**src/rtl/mac_dot_if.sv**
```systemverilog
// Bundle of the operand-load, run-control, MAC-drive and result signals
// exchanged between the dot-product sequencer and its surroundings.
interface mac_dot_if;
    logic       load_valid;
    logic [7:0] load_data;
    logic       load_ready;
    logic       start;
    logic       abort;
    logic [3:0] mac_a;
    logic [3:0] mac_b;
    logic       mac_en;
    logic       mac_clr;
    logic [7:0] mac_acc;
    logic [7:0] result;
    logic       result_valid;
    logic       overflow;
    logic       mismatch;
    logic       busy;

    // Environment side: offers operands, starts runs, models the MAC.
    modport master (
        output load_valid, load_data, start, abort, mac_acc,
        input  load_ready, mac_a, mac_b, mac_en, mac_clr,
        input  result, result_valid, overflow, mismatch, busy
    );

    // Sequencer side.
    modport slave (
        input  load_valid, load_data, start, abort, mac_acc,
        output load_ready, mac_a, mac_b, mac_en, mac_clr,
        output result, result_valid, overflow, mismatch, busy
    );
endinterface

```
**src/rtl/mac_dot_sequencer.sv**
```systemverilog
// Buffers up to DEPTH operand pairs, feeds them to an external MAC one per
// cycle, and keeps a wide shadow sum to flag 8-bit overflow and MAC errors.
module mac_dot_sequencer #(
    parameter int DEPTH = 8,
    parameter int SUMW  = 8 + $clog2(DEPTH)
) (
    input logic     clk,
    input logic     rst,
    mac_dot_if.slave bus
);
    localparam int AW = (DEPTH > 1) ? $clog2(DEPTH) : 1;
    localparam int CW = $clog2(DEPTH) + 1;

    typedef enum logic [2:0] {IDLE, CLEAR, ISSUE, DRAIN, DONE} state_t;

    state_t          state, state_nxt;
    logic [7:0]      buffer [DEPTH];
    logic [CW-1:0]   count;
    logic [CW-1:0]   rd_ptr;
    logic [AW-1:0]   wr_ptr;
    logic [SUMW-1:0] shadow;
    logic [7:0]      result_q;
    logic            overflow_q;
    logic            mismatch_q;
    logic [7:0]      cur_pair;
    logic            accept;
    logic            last_pair;

    // Zero-extended 4x4 product; the multiply is done at 8 bits so no
    // product bits are lost before widening to the shadow width.
    function automatic logic [SUMW-1:0] prod_ext(input logic [3:0] a, input logic [3:0] b);
        logic [7:0] p;
        p = {4'b0, a} * {4'b0, b};
        return SUMW'(p);
    endfunction

    assign cur_pair  = buffer[rd_ptr[AW-1:0]];
    assign accept    = bus.load_valid && bus.load_ready;
    assign last_pair = (rd_ptr == count - CW'(1));

    assign bus.result   = result_q;
    assign bus.overflow = overflow_q;
    assign bus.mismatch = mismatch_q;

    // State register.
    always_ff @(posedge clk or posedge rst) begin
        if (rst) state <= IDLE;
        else     state <= state_nxt;
    end

    // Next-state logic; abort overrides every other transition.
    always_comb begin
        state_nxt = state;
        case (state)
            IDLE:    if (bus.start && (count != '0 || accept)) state_nxt = CLEAR;
            CLEAR:   state_nxt = ISSUE;
            ISSUE:   if (last_pair) state_nxt = DRAIN;
            DRAIN:   state_nxt = DONE;
            DONE:    state_nxt = IDLE;
            default: state_nxt = IDLE;
        endcase
        if (bus.abort) state_nxt = IDLE;
    end

    // Output decode; MAC drive is zero outside CLEAR/ISSUE, and an abort
    // landing on DONE suppresses the result pulse.
    always_comb begin
        bus.load_ready   = (state == IDLE) && (count < CW'(DEPTH));
        bus.busy         = (state != IDLE);
        bus.result_valid = (state == DONE) && !bus.abort;
        bus.mac_clr      = 1'b0;
        bus.mac_en       = 1'b0;
        bus.mac_a        = 4'd0;
        bus.mac_b        = 4'd0;
        case (state)
            CLEAR: bus.mac_clr = 1'b1;
            ISSUE: begin
                bus.mac_en = 1'b1;
                bus.mac_a  = cur_pair[3:0];
                bus.mac_b  = cur_pair[7:4];
            end
            default: ;
        endcase
    end

    // Operand storage; contents need no reset because count governs validity.
    // A pair offered in the same cycle as an abort is dropped with the rest.
    always_ff @(posedge clk) begin
        if (accept && !bus.abort) buffer[wr_ptr] <= bus.load_data;
    end

    // Counters, shadow sum and captured result.
    always_ff @(posedge clk or posedge rst) begin
        if (rst) begin
            count      <= '0;
            wr_ptr     <= '0;
            rd_ptr     <= '0;
            shadow     <= '0;
            result_q   <= 8'd0;
            overflow_q <= 1'b0;
            mismatch_q <= 1'b0;
        end else if (bus.abort) begin
            count  <= '0;
            wr_ptr <= '0;
            rd_ptr <= '0;
        end else begin
            case (state)
                IDLE: begin
                    if (accept) begin
                        wr_ptr <= wr_ptr + AW'(1);
                        count  <= count + CW'(1);
                    end
                end
                CLEAR: begin
                    shadow <= '0;
                    rd_ptr <= '0;
                end
                ISSUE: begin
                    shadow <= shadow + prod_ext(cur_pair[3:0], cur_pair[7:4]);
                    rd_ptr <= rd_ptr + CW'(1);
                end
                DRAIN: begin
                    result_q   <= bus.mac_acc;
                    overflow_q <= (shadow > SUMW'(255));
                    mismatch_q <= (bus.mac_acc != shadow[7:0]);
                end
                DONE: begin
                    count  <= '0;
                    wr_ptr <= '0;
                    rd_ptr <= '0;
                end
                default: ;
            endcase
        end
    end
endmodule

```
**src/flat_wrapper.sv**
```systemverilog
// flat-port wrapper written by rule: the top's interface ports become plain ports
module mac_dot_sequencer_flat 
#(
    parameter int DEPTH = 8,
    parameter int SUMW  = 8 + $clog2(DEPTH)
)
  (clk, rst, bus_load_valid, bus_load_data, bus_start, bus_abort, bus_mac_acc, bus_load_ready, bus_mac_a, bus_mac_b, bus_mac_en, bus_mac_clr, bus_result, bus_result_valid, bus_overflow, bus_mismatch, bus_busy);
  mac_dot_if bus_i ();
  input logic clk;
  input logic rst;
  input wire logic [$bits(bus_i.load_valid)-1:0] bus_load_valid;
  input wire logic [$bits(bus_i.load_data)-1:0] bus_load_data;
  input wire logic [$bits(bus_i.start)-1:0] bus_start;
  input wire logic [$bits(bus_i.abort)-1:0] bus_abort;
  input wire logic [$bits(bus_i.mac_acc)-1:0] bus_mac_acc;
  output wire logic [$bits(bus_i.load_ready)-1:0] bus_load_ready;
  output wire logic [$bits(bus_i.mac_a)-1:0] bus_mac_a;
  output wire logic [$bits(bus_i.mac_b)-1:0] bus_mac_b;
  output wire logic [$bits(bus_i.mac_en)-1:0] bus_mac_en;
  output wire logic [$bits(bus_i.mac_clr)-1:0] bus_mac_clr;
  output wire logic [$bits(bus_i.result)-1:0] bus_result;
  output wire logic [$bits(bus_i.result_valid)-1:0] bus_result_valid;
  output wire logic [$bits(bus_i.overflow)-1:0] bus_overflow;
  output wire logic [$bits(bus_i.mismatch)-1:0] bus_mismatch;
  output wire logic [$bits(bus_i.busy)-1:0] bus_busy;
  assign bus_i.load_valid = bus_load_valid;
  assign bus_i.load_data = bus_load_data;
  assign bus_i.start = bus_start;
  assign bus_i.abort = bus_abort;
  assign bus_i.mac_acc = bus_mac_acc;
  assign bus_load_ready = bus_i.load_ready;
  assign bus_mac_a = bus_i.mac_a;
  assign bus_mac_b = bus_i.mac_b;
  assign bus_mac_en = bus_i.mac_en;
  assign bus_mac_clr = bus_i.mac_clr;
  assign bus_result = bus_i.result;
  assign bus_result_valid = bus_i.result_valid;
  assign bus_overflow = bus_i.overflow;
  assign bus_mismatch = bus_i.mismatch;
  assign bus_busy = bus_i.busy;
  mac_dot_sequencer #(.DEPTH(DEPTH), .SUMW(SUMW)) u_core (.clk(clk), .rst(rst), .bus(bus_i));
endmodule
```
**config.mk**
```make
export PLATFORM = sky130hd
export DESIGN_NAME = mac_dot_sequencer_flat
export DESIGN_NICKNAME = d
export VERILOG_FILES = /design/src/rtl/mac_dot_if.sv /design/src/rtl/mac_dot_sequencer.sv /design/src/flat_wrapper.sv
export SDC_FILE = /design/constraint.sdc
export NUM_CORES = 1
export LEC_CHECK = 0
export ABC_AREA = 1
export CORE_ASPECT_RATIO = 1.4
export CORE_MARGIN = 4
export CORE_UTILIZATION = 35
export CTS_BUF_LIST = sky130_fd_sc_hd__clkbuf_4 sky130_fd_sc_hd__clkbuf_8
export DETAILED_ROUTE_END_ITERATION = 8
export MAX_ROUTING_LAYER = met4
export PLACE_DENSITY_LB_ADDON = 0.3
export RECOVER_POWER = 25
export SYNTH_ARGS = -nofsm -noshare
export SYNTH_HDL_FRONTEND = slang
export SYNTH_SLANG_ARGS = --single-unit
```
**constraint.sdc**
```tcl
create_clock -name clk -period 9.1 [get_ports clk]
set_input_delay 1.82 -clock clk [delete_from_list [all_inputs] [get_ports clk]]
set_output_delay 1.82 -clock clk [all_outputs]
set_load 0.005 [all_outputs]
```
==> results of run 1 <==
## sequential cells by signal (all words and copies together) (netlist names)
register,count
u_core.count,4
u_core.bus.mismatch,1
u_core.shadow,11
u_core.bus.overflow,1
u_core.buffer,64
u_core.wr_ptr,3
u_core.rd_ptr,4
u_core.bus.result,8
u_core.state,3
## per-layer routing
metal | global-route usage | share of wire | vias up
met4 | 0.04926 | 0.018 | 0
met5 | - | 0 | -
met1 | 0.1629 | 0.43 | 1853
li1 | - | - | 1948
met3 | 0.02126 | 0.034 | 13
met2 | 0.2546 | 0.52 | 78
## cell families after synthesis
kind of cell	share of synthesized area
buffers and inverters	0.06531
xor gates and xnor gates	0.01809
adders and majority gates	0.08786
and+or+nand+nor	0.1954
AOI/OAI and AO/OA	0.1081
DFF	0.5253
## area by class of cell
type	count	share of cell area
inverter	59	0.03683
clock buffer	9	0.02014
clock inverter	7	0.01363
sequential	99	0.4549
timing repair buffer	49	0.07670
multi-input combinational	386	0.3587
tap	192	0.03906
## through the flow
stage	worst slack, ns	total power [uW]
2_1_floorplan	5.354	1097
3_3_place_gp	4.261	1268
3_5_place_dp	4.251	1288
4_1_cts	4.249	1591
5_1_grt	4.036	1721
6_report	4.266	1577
## critical path, delay by kind of cell
| family | cells | cell delay [ns] |
|---|---|---|
| buf+inv | 2 | 1.04 |
| simple gates | 1 | 0.15 |
## report_power, final
| group | leakage [uW] | internal (uW) | switching (uW) |
|---|---|---|---|
| Clock | 0.000107 | 132 | 169 |
| Sequential | 0.00104 | 538 | 53.9 |
| Combinational | 0.00144 | 282 | 402 |
| Total | 0.00258 | 952 | 625 |
## final timing paths
check / start / to / slack [ns] / depth (start not counted)
setup / recovery: bus_abort / bus_result_valid / 4.27 / 3
hold / removal: u_core.bus.result[3] / u_core.bus.result[3] / 0.49 / 2
setup reg to reg: u_core.rd_ptr[1] / u_core.shadow[10] / 4.49 / 21
hold reg to reg: u_core.bus.result[3] / u_core.bus.result[3] / 0.49 / 2
max in group asynchronous: rst / u_core.bus.result[4] / 5.47 / 3
min in group asynchronous: rst / u_core.state[2] / 2.55 / 3
## placed cells by master (no fill, tap or decap), types with 2 or more instances in the layout
cell / netlist / layout
sky130_fd_sc_hd__xor2_1: 4 / 4
sky130_fd_sc_hd__clkdlybuf4s50_1: 0 / 39
sky130_fd_sc_hd__nand2_2: 3 / 3
sky130_fd_sc_hd__a21oi_1: 14 / 14
sky130_fd_sc_hd__o22ai_1: 3 / 3
sky130_fd_sc_hd__nor3_2: 0 / 5
sky130_fd_sc_hd__clkinv_4: 0 / 3
sky130_fd_sc_hd__nand4_1: 3 / 3
sky130_fd_sc_hd__o21ai_0: 30 / 30
sky130_fd_sc_hd__nand2_4: 2 / 2
sky130_fd_sc_hd__nor2_2: 2 / 2
sky130_fd_sc_hd__inv_8: 0 / 2
sky130_fd_sc_hd__o21ai_1: 29 / 29
sky130_fd_sc_hd__nor3_1: 9 / 4
sky130_fd_sc_hd__ha_1: 23 / 23
sky130_fd_sc_hd__fa_1: 9 / 9
sky130_fd_sc_hd__dlygate4sd3_1: 0 / 4
sky130_fd_sc_hd__nand2_1: 107 / 107
sky130_fd_sc_hd__nor2_4: 2 / 2
sky130_fd_sc_hd__inv_2: 6 / 6
sky130_fd_sc_hd__o211ai_2: 4 / 4
sky130_fd_sc_hd__xnor2_1: 7 / 7
sky130_fd_sc_hd__buf_4: 1 / 5
sky130_fd_sc_hd__clkbuf_8: 0 / 9
sky130_fd_sc_hd__inv_1: 52 / 52
sky130_fd_sc_hd__a22o_1: 3 / 3
sky130_fd_sc_hd__edfxtp_1: 64 / 64
sky130_fd_sc_hd__o21ai_2: 8 / 8
sky130_fd_sc_hd__o21a_1: 5 / 5
sky130_fd_sc_hd__dfrtp_1: 35 / 35
sky130_fd_sc_hd__nor2_1: 97 / 97
sky130_fd_sc_hd__nand3_1: 18 / 18
==> out/metrics.sh, run 1 <==
RUN_STATUS='complete, but fails checks'
FAILED_CHECKS='capacitance limit, slew limit'
WORST_SLEW_MARGIN_REL=-0.2592
CTS_SINKS=99
CTS_TREE='yes'
SYNTHESIS.NETS=612
SETUP_TNS_NS=0
CTS_SETUP_BUFFERS=0
NUM_VIAS=3892
FINAL.MIN_CLOCK_PERIOD_NS=4.834
FINAL_LAYOUT_SIZE_SUFFIX_GT1_FRAC=0.09195
WORST-ENDPOINT-ARRIVAL_NS=3.01
SYNTH_FLOP_CELL='sky130_fd_sc_hd__edfxtp_1'
ANT_NETS=0
REGISTER_AREA_SQ_UM=2798
DESIGN.FINAL.NETS=657
TIGHTESTPINTRANSITION_NS=1.889
MULTI_INPUT_AREA_SQ_UM=2206
SYN_INST=559
PATH_MAX_FANOUT=5
CTS.HOLD.BUFFERS_ADDED=0
CRITICAL-PATH-TOP-CELL-BY-COUNT='sky130_fd_sc_hd__clkdlybuf4s50_1'
GRT_USAGE=0.1429
SYNTH.FF_LATCH_COUNT=99
YS_TOP_CELLS_BY_AREA='sky130_fd_sc_hd__edfxtp_1 (36%), sky130_fd_sc_hd__dfrtp_1 (16%), sky130_fd_sc_hd__nand2_1 (7.5%), sky130_fd_sc_hd__nor2_1 (6.8%), sky130_fd_sc_hd__ha_1 (5.4%)'
N_FILL_CELL=1523
SETUP.WORST_PATH.END_CLASS='primary output'
WORST_EP_REQUIRED_TIME_NS=7.28
NUMBER_OF_ANTENNA_VIOLATIONS_AT_THE_FIRST_CHECK_IN_GLOBAL_ROUTING=0
WORSTSETUPPATHTYPE='in -> out'
PWR_DENSITY_CELL_nW_PER_UM2=256.4
DRCVIOLATIONCOUNT=0
DP_CELLS=785
TOTAL_LEAKAGE_POWER_uW=0.002583
POSTCTSRESIZEDCELLS=0
NUMBER_OF_H_TREE_LEVELS=3
NUMCTSBUFFERS=9
SYNTH_EDF_COUNT=64
CTSLONGESTPATHBUFFERS=2
SYN_AREA_SQ_UM=5326
GRT_SETUP_UNREPAIRED='no'
ANTENNA-DIODE-COUNT=0
DRT-INITIAL-DRC-COUNT=192
DESIGN.DIE.AREA_SQ_UM=17280
IO_PINS=44
MAX_CAP_VIOL_COUNT=1
GRT_PASS1_VIAS=3891
DETAIL_ROUTE.FIRST_PASS.ITERATIONS=5
FP.DIEH_MICRONS=154.0
CLK_PIN_SLEW_NS=0.10
POST-SYNTH-TOP-COUNT-CELL='sky130_fd_sc_hd__nand2_1'
MIN-DELAY-PATH-CLASS='reg -> reg'
GRT-OVFL-TOTAL=0
HOLD_WS_NS=0.4932
CLOCK_TREE.ROOT_CELL='sky130_fd_sc_hd__clkbuf_8'
PLACEMENT.IO_BUFFERS=43
VIA_PER_INST=4.859
DIE_X_MICRONS=112.3
SYNTH.CELLS.MOST_FREQUENT='sky130_fd_sc_hd__nand2_1 (107), sky130_fd_sc_hd__nor2_1 (97), sky130_fd_sc_hd__edfxtp_1 (64)'
FIN_UTIL=0.4103
YS_SEQ_AREA_FRAC=0.5253
AVG_CELL_AREA_SYN_SQ_UM=9.528
CRIT_PATH_MAX_INCR_DELAY_NS=0.53
PIN_COUNT_OF_THE_BIGGEST_NET_ENTERING_GLOBAL_ROUTING=36
YOSYSUNIQUECELLTYPES=33
DP.FINAL_HPWL_MM=8.545
CORE.ROWCOUNT=53
INITIAL_UTILIZATION=0.3554
LAYOUT-AREA-OVERHEAD-VS-SYNTH_PCT=15.46
FINAL_CELL_AREA_SQ_UM=6150
ASYNC_RESET_FF_FRAC=0.3535
HOLD_VIOL=0
CLOCK_INSERTION_DELAY_WORST_SKEW_NS=0.38
GP_ROUTABILITY_CONGESTION=0.8342
POWER.IR.VDD_WORST_V=0.0001023
POSTPLACECELLAREA_SQ_UM=5946
CRIT_CHAIN='clkdlybuf4s50_1 -> nor2_1 -> clkdlybuf4s50_1'
ROUTED_WIRELENGTH_MM=11.78
CRIT_PATH_START_KIND='input pin'
FINAL-INSTANCE-COUNT-EXCL-FILL=801
WORST_PATH_MAX_DELAY_CELL='sky130_fd_sc_hd__clkdlybuf4s50_1'
MAX_FREQ_GHz=0.2069
SYNTH-WARNING-COUNT=0
GRT_FIRST_PASS_WIRELENGTH_MM=19.30
TIMING_MAX_TRANSITION_VIOLATIONS_FINAL=36
SETUP_VIOLATIONS=0
TIMING.FINAL.CRIT_SHARE=0.5312
CORE_REGION_AREA_SQ_UM=14990
AVGROUTEDWIREPERCELL_MICRONS=14.71
CLOCK_SKEW_NS=0.009808
SYNTH_TOP_CELL_AREA_SHARE=0.3608
YOSYS.AREA.TOP_TYPE='sky130_fd_sc_hd__edfxtp_1'
Note: power is estimated with default switching activity, not from simulation.
==> run 2: changes to the inputs <==
Clock period 9.1 ns to 5 ns, I/O delays scaled along.
==> run 2 against run 1 <==
Against the previous run:
- the run still ends with capacitance limit, slew limit left
- final cell count rose by 0.62%
- global-route usage fell by 0.54 points
- sequential share of layout area fell by 0.23 points
- combinational power rose by 84%
- register-to-register slack got worse by 3.8 ns
- cell area rose by 0.51%
- sequential power rose by 81%
==> out/metrics.sh, run 2 (synthesis results as in run 1) <==
RUN_STATUS='complete, but fails checks'
FAILED_CHECKS='capacitance limit, slew limit'
CTS_SINKS=99
CRIT_PATH_MAX_INCR_DELAY_NS=0.92
DP_CELLS=790
MIN-DELAY-PATH-CLASS='reg -> reg'
CRITPATHBUFINV=3
PATH_MAX_FANOUT=28
CTSLONGESTPATHBUFFERS=2
LAYOUT-AREA-OVERHEAD-VS-SYNTH_PCT=16.04
FP.DIEH_MICRONS=154.0
GRT_USAGE=0.1375
CLOCK_INSERTION_DELAY_WORST_SKEW_NS=0.38
GP_ROUTABILITY_CONGESTION=0.8918
POSTPLACECELLAREA_SQ_UM=5958
CORE.ROWCOUNT=53
CLOCK_TREE.ROOT_CELL='sky130_fd_sc_hd__clkbuf_8'
GRT-OVFL-TOTAL=0
ANT_NETS=0
GRT_FIRST_PASS_WIRELENGTH_MM=18.54
CLOCK_SKEW_NS=0.01533
WORST_EP_REQUIRED_TIME_NS=5.29
TIGHTESTPINTRANSITION_NS=1.952
CORE_REGION_AREA_SQ_UM=14990
FINAL.MIN_CLOCK_PERIOD_NS=4.355
MAX_FFS_PER_REGISTER=64
FIN_UTIL=0.4124
N_FILL_CELL=1534
ROUTED_WIRELENGTH_MM=11.22
FINAL_LAYOUT_SIZE_SUFFIX_GT1_FRAC=0.09121
MAX_CAP_VIOL_COUNT=1
DESIGN.DIE.AREA_SQ_UM=17280
LARGEST-REGISTER='u_core.buffer'
TIMING_MAX_TRANSITION_VIOLATIONS_FINAL=36
DRT-INITIAL-DRC-COUNT=193
NUM_VIAS=3914
POWER.IR.VDD_WORST_V=0.0002681
POSTCTSRESIZEDCELLS=0
FINAL_CELL_AREA_SQ_UM=6181
SETUP_TNS_NS=0
CELL_TYPE_GROUP_WITH_THE_LARGEST_TOTAL_DELAY_ON_THE_CRITICAL_PATH='adder cells'
CRIT_CHAIN='inv_1 -> nor2_1 -> o21ai_0 -> nand2_1 -> inv_1 -> o21ai_0 -> nand2_1 -> fa_1 -> fa_1 -> fa_1 -> inv_1 -> ha_1 -> nand2_1 -> nand2_1 -> nand2_1 -> nand3_1 -> nand2_1 -> nand2_1 -> nand2_1 -> nand2_1 -> nand2_1'
PLACEMENT.IO_BUFFERS=43
CTS.HOLD.BUFFERS_ADDED=0
PIN_COUNT_OF_THE_BIGGEST_NET_ENTERING_GLOBAL_ROUTING=36
ANTENNA-DIODE-COUNT=0
CTS_TREE='yes'
TOTAL_LEAKAGE_POWER_uW=0.002607
AVGROUTEDWIREPERCELL_MICRONS=13.92
DP.FINAL_HPWL_MM=8.500
DESIGN.FINAL.NETS=662
WORST-ENDPOINT-ARRIVAL_NS=4.64
INITIAL_UTILIZATION=0.3554
LAYOUT.CELLS.MOST_COMMON='sky130_fd_sc_hd__nand2_1'
GRT_PASS1_VIAS=3869
VIA_PER_INST=4.856
CTS_SETUP_BUFFERS=0
CLK_PIN_SLEW_NS=0.11
TIMING.FINAL.CRIT_SHARE=0.8710
MAX_FREQ_GHz=0.2296
GRT_SETUP_UNREPAIRED='no'
SETUP.WORST_PATH.END_CLASS='flop'
DRCVIOLATIONCOUNT=0
PWR_DENSITY_CELL_nW_PER_UM2=468.5
NUMCTSBUFFERS=9
WORSTSETUPPATHTYPE='reg -> reg'
DETAIL_ROUTE.FIRST_PASS.ITERATIONS=7
WORST_SLEW_MARGIN_REL=-0.3012
HOLD_VIOL=0
CRIT_PATH_START_KIND='flop'
DIE_X_MICRONS=112.3
CRITICAL-PATH-TOP-CELL-BY-COUNT='sky130_fd_sc_hd__nand2_1'
SETUP_VIOLATIONS=0
MOST-COMMON-LAYOUT-CELLS='sky130_fd_sc_hd__nand2_1 (107), sky130_fd_sc_hd__nor2_1 (97), sky130_fd_sc_hd__edfxtp_1 (64), sky130_fd_sc_hd__inv_1 (52), sky130_fd_sc_hd__clkdlybuf4s50_1 (38)'
WORST_PATH_MAX_DELAY_CELL='sky130_fd_sc_hd__dfrtp_1'
NUMBER_OF_H_TREE_LEVELS=3
IO_PINS=44
NUMBER_OF_ANTENNA_VIOLATIONS_AT_THE_FIRST_CHECK_IN_GLOBAL_ROUTING=0
FINAL-INSTANCE-COUNT-EXCL-FILL=806
-- run 2: cell types whose count changed in the layout (fill, tap and decap cells not counted) --
cell                              change
sky130_fd_sc_hd__clkdlybuf4s50_1      -1
sky130_fd_sc_hd__clkinv_8             +2
sky130_fd_sc_hd__clkinv_4             -3
sky130_fd_sc_hd__clkinv_2             -1
sky130_fd_sc_hd__nor3_2               -5
sky130_fd_sc_hd__inv_6                +2
sky130_fd_sc_hd__buf_4                +5
sky130_fd_sc_hd__nor3_1               +5
sky130_fd_sc_hd__dlygate4sd3_1        +1
-- run 2: tightest hold or removal path, cell delays in order (launching register included) --
cell	delay (ns)
sky130_fd_sc_hd__dfrtp_1	0.35
sky130_fd_sc_hd__nand2_1	0.05
sky130_fd_sc_hd__nand2_1	0.05
-- run 2: path summary, 6_finish.rpt --
kind | from | to | slack, ns | cells past startpoint
max in group asynchronous | rst | u_core.bus.result[2] | 2.12 | 3
setup / recovery | u_core.rd_ptr[1] | u_core.shadow[10] | 0.64 | 21
min in group asynchronous | rst | u_core.shadow[9] | 1.76 | 3
hold reg to reg | u_core.bus.result[0] | u_core.bus.result[0] | 0.49 | 2
hold / removal | u_core.bus.result[0] | u_core.bus.result[0] | 0.49 | 2
setup reg to reg | u_core.rd_ptr[1] | u_core.shadow[10] | 0.64 | 21
-- run 2: metrics by stage --
| step | setup slack [ns] | hold WS (ns) | total power (uW) |
|---|---|---|---|
| floorplan | 1.348 | 0.4724 | 1996 |
| global placement | 0.6938 | 0.4605 | 2306 |
| detailed placement | 0.6613 | 0.4639 | 2347 |
| CTS | 0.6551 | 0.4899 | 2917 |
| global route | 0.1533 | 0.5153 | 3151 |
| finish | 0.6449 | 0.4874 | 2896 |
-- run 2: area by class of cell --
class | count | area [sq um] | area share
multi-input cells | 386 | 2181 | 0.3528
flip-flops and latches | 99 | 2798 | 0.4526
repair buffers | 54 | 509.2 | 0.08239
inverters | 59 | 226.5 | 0.03664
well taps | 192 | 240.2 | 0.03887
clock inverters | 7 | 102.6 | 0.01660
clock buffers | 9 | 123.9 | 0.02004
-- run 2: per-layer routing --
metal | track usage | share of wire
met1 | 0.1518 | 0.42
met2 | 0.2421 | 0.52
met3 | 0.02756 | 0.039
met4 | 0.05384 | 0.027
met5 | - | 0
-- run 2: report_power, final --
| part | switching, uW | internal, uW | total (uW) |
|---|---|---|---|
| Combinational | 744 | 515 | 1260 |
| Sequential | 89.5 | 979 | 1070 |
| Clock | 319 | 250 | 569 |
| Total | 1150 | 1740 | 2900 |
==> RTL edit 1: new RTL, flow settings as in run 2 <==
`DEPTH` is set to 8 in 2 places; all go to 4.
--- a/src/rtl/mac_dot_sequencer.sv
+++ b/src/rtl/mac_dot_sequencer.sv
@@ -1,7 +1,7 @@
 // Buffers up to DEPTH operand pairs, feeds them to an external MAC one per
 // cycle, and keeps a wide shadow sum to flag 8-bit overflow and MAC errors.
 module mac_dot_sequencer #(
-    parameter int DEPTH = 8,
+    parameter int DEPTH = 4,
     parameter int SUMW  = 8 + $clog2(DEPTH)
 ) (
     input logic     clk,
--- a/src/flat_wrapper.sv
+++ b/src/flat_wrapper.sv
@@ -1,7 +1,7 @@
 // flat-port wrapper written by rule: the top's interface ports become plain ports
 module mac_dot_sequencer_flat 
 #(
-    parameter int DEPTH = 8,
+    parameter int DEPTH = 4,
     parameter int SUMW  = 8 + $clog2(DEPTH)
 )
   (clk, rst, bus_load_valid, bus_load_data, bus_start, bus_abort, bus_mac_acc, bus_load_ready, bus_mac_a, bus_mac_b, bus_mac_en, bus_mac_clr, bus_result, bus_result_valid, bus_overflow, bus_mismatch, bus_busy);
Formal check against the unedited RTL: not equivalent (Yosys sat finds a counterexample within 10 cycles, from zero or initial values and one cycle with rst high).
==> RTL edit 1 against run 2 <==
  * Combinational power is 30% lower
  * Worst setup slack better by 0.35 ns
  * Cell area is 28% lower
  * Sequential share of layout area is 6.2 points lower
  * The flow still finishes with violations (max-capacitance violations, max-slew violations)
  * Wire length is 32% lower
  * Sequential cell count is 36 lower
  * Power is 30% lower
  * Critical endpoint is now u_core.shadow[9]$_DFFE_PP0P_
  * Via count is 29% lower
  * Area after synthesis is 31% lower
  * Final cell count is 23% lower
==> RTL edit 1: results (changes against run 2) <==
slew_viol_final: 32  # -11%
grt_pass1_vias: 2928  # -24%
multi_input_gates: 292  # -24%
outcome: "finished, violations left"
leakage_nw: 2.11  # -19%
synth_xor_area_share_pct: 1.66  # -0.15 points
switchingPower_mw: 0.772  # -33%
worstSkewPairLatency_ns: 0.35  # -0.03 ns
dr.pass1.iters: 4  # -3
nFillCells: 1065  # -31%
track_usage_pct: 14.4  # +0.65 points
ys_ff_latch: 63  # -36%
grt_pass1_wl_mm: 13.2  # -29%
drive_gt1_share_pct: 6.43  # -2.7 points
synth_compound_area_share_pct: 3.18  # -7.6 points
ir_worst_vdd_mv: 0.174  # -35%
drv_cap: 1  # unchanged
relSlewSlack_pct: -14.6  # +16 points
slowest_delay_ns: 0.75  # -0.17 ns
syn-num-nets: 486  # -21%
synth-seq-area-share_pct: 47.0  # -5.5 points
hpwl_mm: 6.04  # -29%
n_all_inverters: 67  # +14%
failed_checks: "max-capacitance violations, max-slew violations"
nClkBuffers: 10  # +1
ys_top_cells_by_area: "edfxtp_1, dfrtp_1, nand2_1"
avgViaCountPerCell: 4.51  # -7.1%
pre_cts_ws_ns: 1.04  # +0.379 ns
synth_edf_count: 32  # -50%
RTL edit 1: kinds of logic after synthesis:
family          after synthesis
buf+inv                      75
xor+xnor                      7
simple gates                230
compound gates               20
flops                        63
fa+ha+maj                    35
RTL edit 1: worst paths after layout:
check | startpoint | end | slack, ns | depth (start not counted)
worst max-delay path | u_core.rd_ptr[0]$_DFFE_PP0P_ | u_core.shadow[9]$_DFFE_PP0P_ | 0.99 | 17
worst min-delay path | u_core.bus.result[5]$_DFFE_PP0P_ | u_core.bus.result[5]$_DFFE_PP0P_ | 0.47 | 2
worst max register to register | u_core.rd_ptr[0]$_DFFE_PP0P_ | u_core.shadow[9]$_DFFE_PP0P_ | 0.99 | 17
worst min register to register | u_core.bus.result[5]$_DFFE_PP0P_ | u_core.bus.result[5]$_DFFE_PP0P_ | 0.47 | 2
max in group asynchronous | rst | u_core.shadow[7]$_DFFE_PP0P_ | 2.31 | 3
min in group asynchronous | rst | u_core.count[2]$_DFFE_PP0P_ | 1.69 | 3
RTL edit 1: per-stage QoR:
stage,instances,instance area [µm²]
after global placement,604,4260
final,620,4450
after floorplan,430,3700
after global routing,620,4450
after detailed placement,604,4260
after CTS,620,4450
RTL edit 1: power by group through the flow:
stage          registers [mW]  clock network (mW)  logic, mW
4_1_cts                 0.698               0.457      0.908
3_5_place_dp            0.708                   0      0.900
5_1_grt                 0.711               0.479       1.04
3_3_place_gp            0.705                   0      0.874
6_report                0.697               0.442      0.888
2_1_floorplan           0.691                   0      0.647
RTL edit 1: layer usage:
layer  part of all wire (%)  global-route usage [%]  wire length [µm]
met1                     42                    15.2              3190
met2                     52                    25.2              4000
met3                    3.9                    3.02               298
met4                    2.2                    7.14               167
met5                      0                       -                 0
==> RTL edit 2: new RTL, settings of run 2 <==
Made on the original files. Re-encode `state_t` (5 states) as one-hot, 5 bits wide.
--- a/src/rtl/mac_dot_sequencer.sv
+++ b/src/rtl/mac_dot_sequencer.sv
@@ -11,7 +11,7 @@
     localparam int AW = (DEPTH > 1) ? $clog2(DEPTH) : 1;
     localparam int CW = $clog2(DEPTH) + 1;
 
-    typedef enum logic [2:0] {IDLE, CLEAR, ISSUE, DRAIN, DONE} state_t;
+    typedef enum logic [4:0] {IDLE = 5'b00001, CLEAR = 5'b00010, ISSUE = 5'b00100, DRAIN = 5'b01000, DONE = 5'b10000} state_t;
 
     state_t          state, state_nxt;
     logic [7:0]      buffer [DEPTH];
Function: same outputs for any inputs over 4 cycles, from zero or initial values and one cycle with rst high; so few cycles prove little.
==> RTL edit 2 against run 2 <==
  * The flow still finishes with violations (max-capacitance violations, max-slew violations)
  * Worst setup slack worse by 0.064 ns
  * Cell area grew 1.0%
  * Sequential power shrank 6%
  * Count of clock-buffer cells in the layout unchanged
  * Wire length is 3.8% higher
  * Area after synthesis is 2.2% higher
  * Fmax decreased by 1.4%
  * Combinational power down 47%
  * Sequential cell count up 2
  * Power shrank 25%
  * Highest routed layer unchanged
==> RTL edit 2: results (changes against run 2) <==
finalWirelength_mm: 11.7  # +3.8%
r2r_cells: 19  # -9.5%
drv_cap: 1  # unchanged
num_vias: 3856  # -1.5%
grt_pass1_wl_mm: 19.9  # +7.3%
track_usage_pct: 14.7  # +0.95 points
finalClockSkew_ns: 0.0120  # -0.00332 ns
syn-num-nets: 605  # -1.1%
ys_top_cells_by_area: "edfxtp_1, dfrtp_1, nand2_1"
synth-seq-area-share_pct: 52.3  # -0.18 points
root_buffer: "clkbuf_8"
setup_viol: 0  # unchanged
io_buffers: 43  # unchanged
outcome: "finished, violations left"
slew_viol_final: 38  # +5.6%
place_congestion: 0.855  # -4.1%
grt_max_degree: 38  # +5.6%
min_from: "u_core.bus.result[2]$_DFFE_PP0P_"
crit_start: "u_core.rd_ptr[0]$_DFFE_PP0P_"
pre_cts_ws_ns: 0.596  # -0.0652 ns
ys_warn_count: 0  # unchanged
ys_top_cells_by_count: "nand2_1, nor2_1, edfxtp_1"
critPathArrivalTime_ns: 4.70  # +0.06 ns
grt_pass1_vias: 3962  # +2.4%
post-route-period-util_pct: 88.4  # +1.3 points
ir_worst_vdd_mv: 0.190  # -29%
failed_checks: "max-capacitance violations, max-slew violations"
cp_slowest_cell: "dfrtp_1"
slowest_delay_ns: 0.69  # -0.23 ns
dr.pass1.iters: 4  # -3
nFillCells: 1511  # -1.5%
ys_async_sr_fraction_pct: 36.6  # +1.3 points
r2r_slack_ns: 0.58  # -0.06 ns
cts_setup_buffers: 0  # unchanged
drive_gt1_share_pct: 12.4  # +3.3 points
wirelength_met1_mm: 5.01  # +6.9%
drt_iter0_drc: 195  # +1.0%
relSlewSlack_pct: -38.3  # -8.1 points
met3WireLength_um: 479  # +8.1%
leakage_nw: 2.70  # +3.5%
wl_met2_mm: 5.94  # +2.6%
tns_ns: 0  # unchanged
reg2reg_to: "u_core.shadow[10]$_DFFE_PP0P_"
critPathMaxFanout: 22  # -21%
layout.nets: 654  # -1.2%
synth_cell_types: 38  # +15%
diodes: 0  # unchanged
hpwl_mm: 8.59  # +1.0%
==> RTL edit 2: cell families (layout without fill, tap and decap cells) <==
group	after synthesis	count (layout)	synth area share, %
DFF	101	101	52.3
adders and majority gates	32	32	8.60
xor gates and xnor gates	13	13	2.09
buffers and inverters	82	136	7.22
AOI/OAI and AO/OA	89	89	10.0
and+or+nand+nor	235	235	19.7
==> RTL edit 2: power by group <==
part / internal (mW) / switching, mW
sequential: 0.954 / 0.0549
clock: 0.193 / 0.313
combinational: 0.264 / 0.406
==> RTL edit 2: final cells by class <==
class / count / area, µm² / area share, %
Inverter: 65 / 249 / 3.99
Clock buffer: 9 / 124 / 1.98
Multi-Input combinational cell: 369 / 2200 / 35.2
Clock inverter: 7 / 65.1 / 1.04
Timing Repair Buffer: 55 / 517 / 8.27
Sequential cell: 101 / 2850 / 45.6
Tap cell: 192 / 240 / 3.85
==> RTL edit 2: worst min path at each step <==
| stage | to | slack, ns | cells after the start |
|---|---|---|---|
| after floorplan | u_core.bus.result[0]$_DFFE_PP0P_ | 0.47 | 2 |
| after detailed placement | u_core.bus.result[2]$_DFFE_PP0P_ | 0.47 | 2 |
| final | u_core.bus.result[2]$_DFFE_PP0P_ | 0.49 | 2 |
| after global placement | u_core.bus.result[2]$_DFFE_PP0P_ | 0.46 | 2 |
| after global routing | u_core.bus.mismatch$_DFFE_PP0P_ | 0.52 | 2 |
| after CTS | u_core.bus.result[2]$_DFFE_PP0P_ | 0.49 | 2 |
==> RTL edit 2: per-layer routing <==
metal	track usage, %	vias up
met1	17.8	1823
met2	24.5	84
met3	2.72	14
li1	-	1935
met5	-	-
met4	5.33	0
==> RTL edit 2: metrics by stage <==
| stage | std cells | hold WS [ns] | area, µm² |
|---|---|---|---|
| floorplan | 552 | 0.472 | 5440 |
| global placement | 782 | 0.462 | 6060 |
| detailed placement | 782 | 0.467 | 6060 |
| CTS | 798 | 0.495 | 6250 |
| global route | 798 | 0.524 | 6240 |
| finish | 798 | 0.492 | 6240 |
==> RTL edit 2: worst register-to-register path: stages (launching register included) <==
cell and delay, ns:
dfrtp_1 0.69, buf_4 0.34, o21ai_0 0.13, o22ai_1 0.24, o21ai_2 0.13, inv_1 0.07
nand2_1 0.07, fa_1 0.52, fa_1 0.52, fa_1 0.51, inv_1 0.04, ha_1 0.35
a21oi_1 0.16, nand2_1 0.11, nand2_1 0.12, nand3_1 0.10, nand2_1 0.08, nand2_1 0.05
nand2_1 0.05, inv_1 0.03
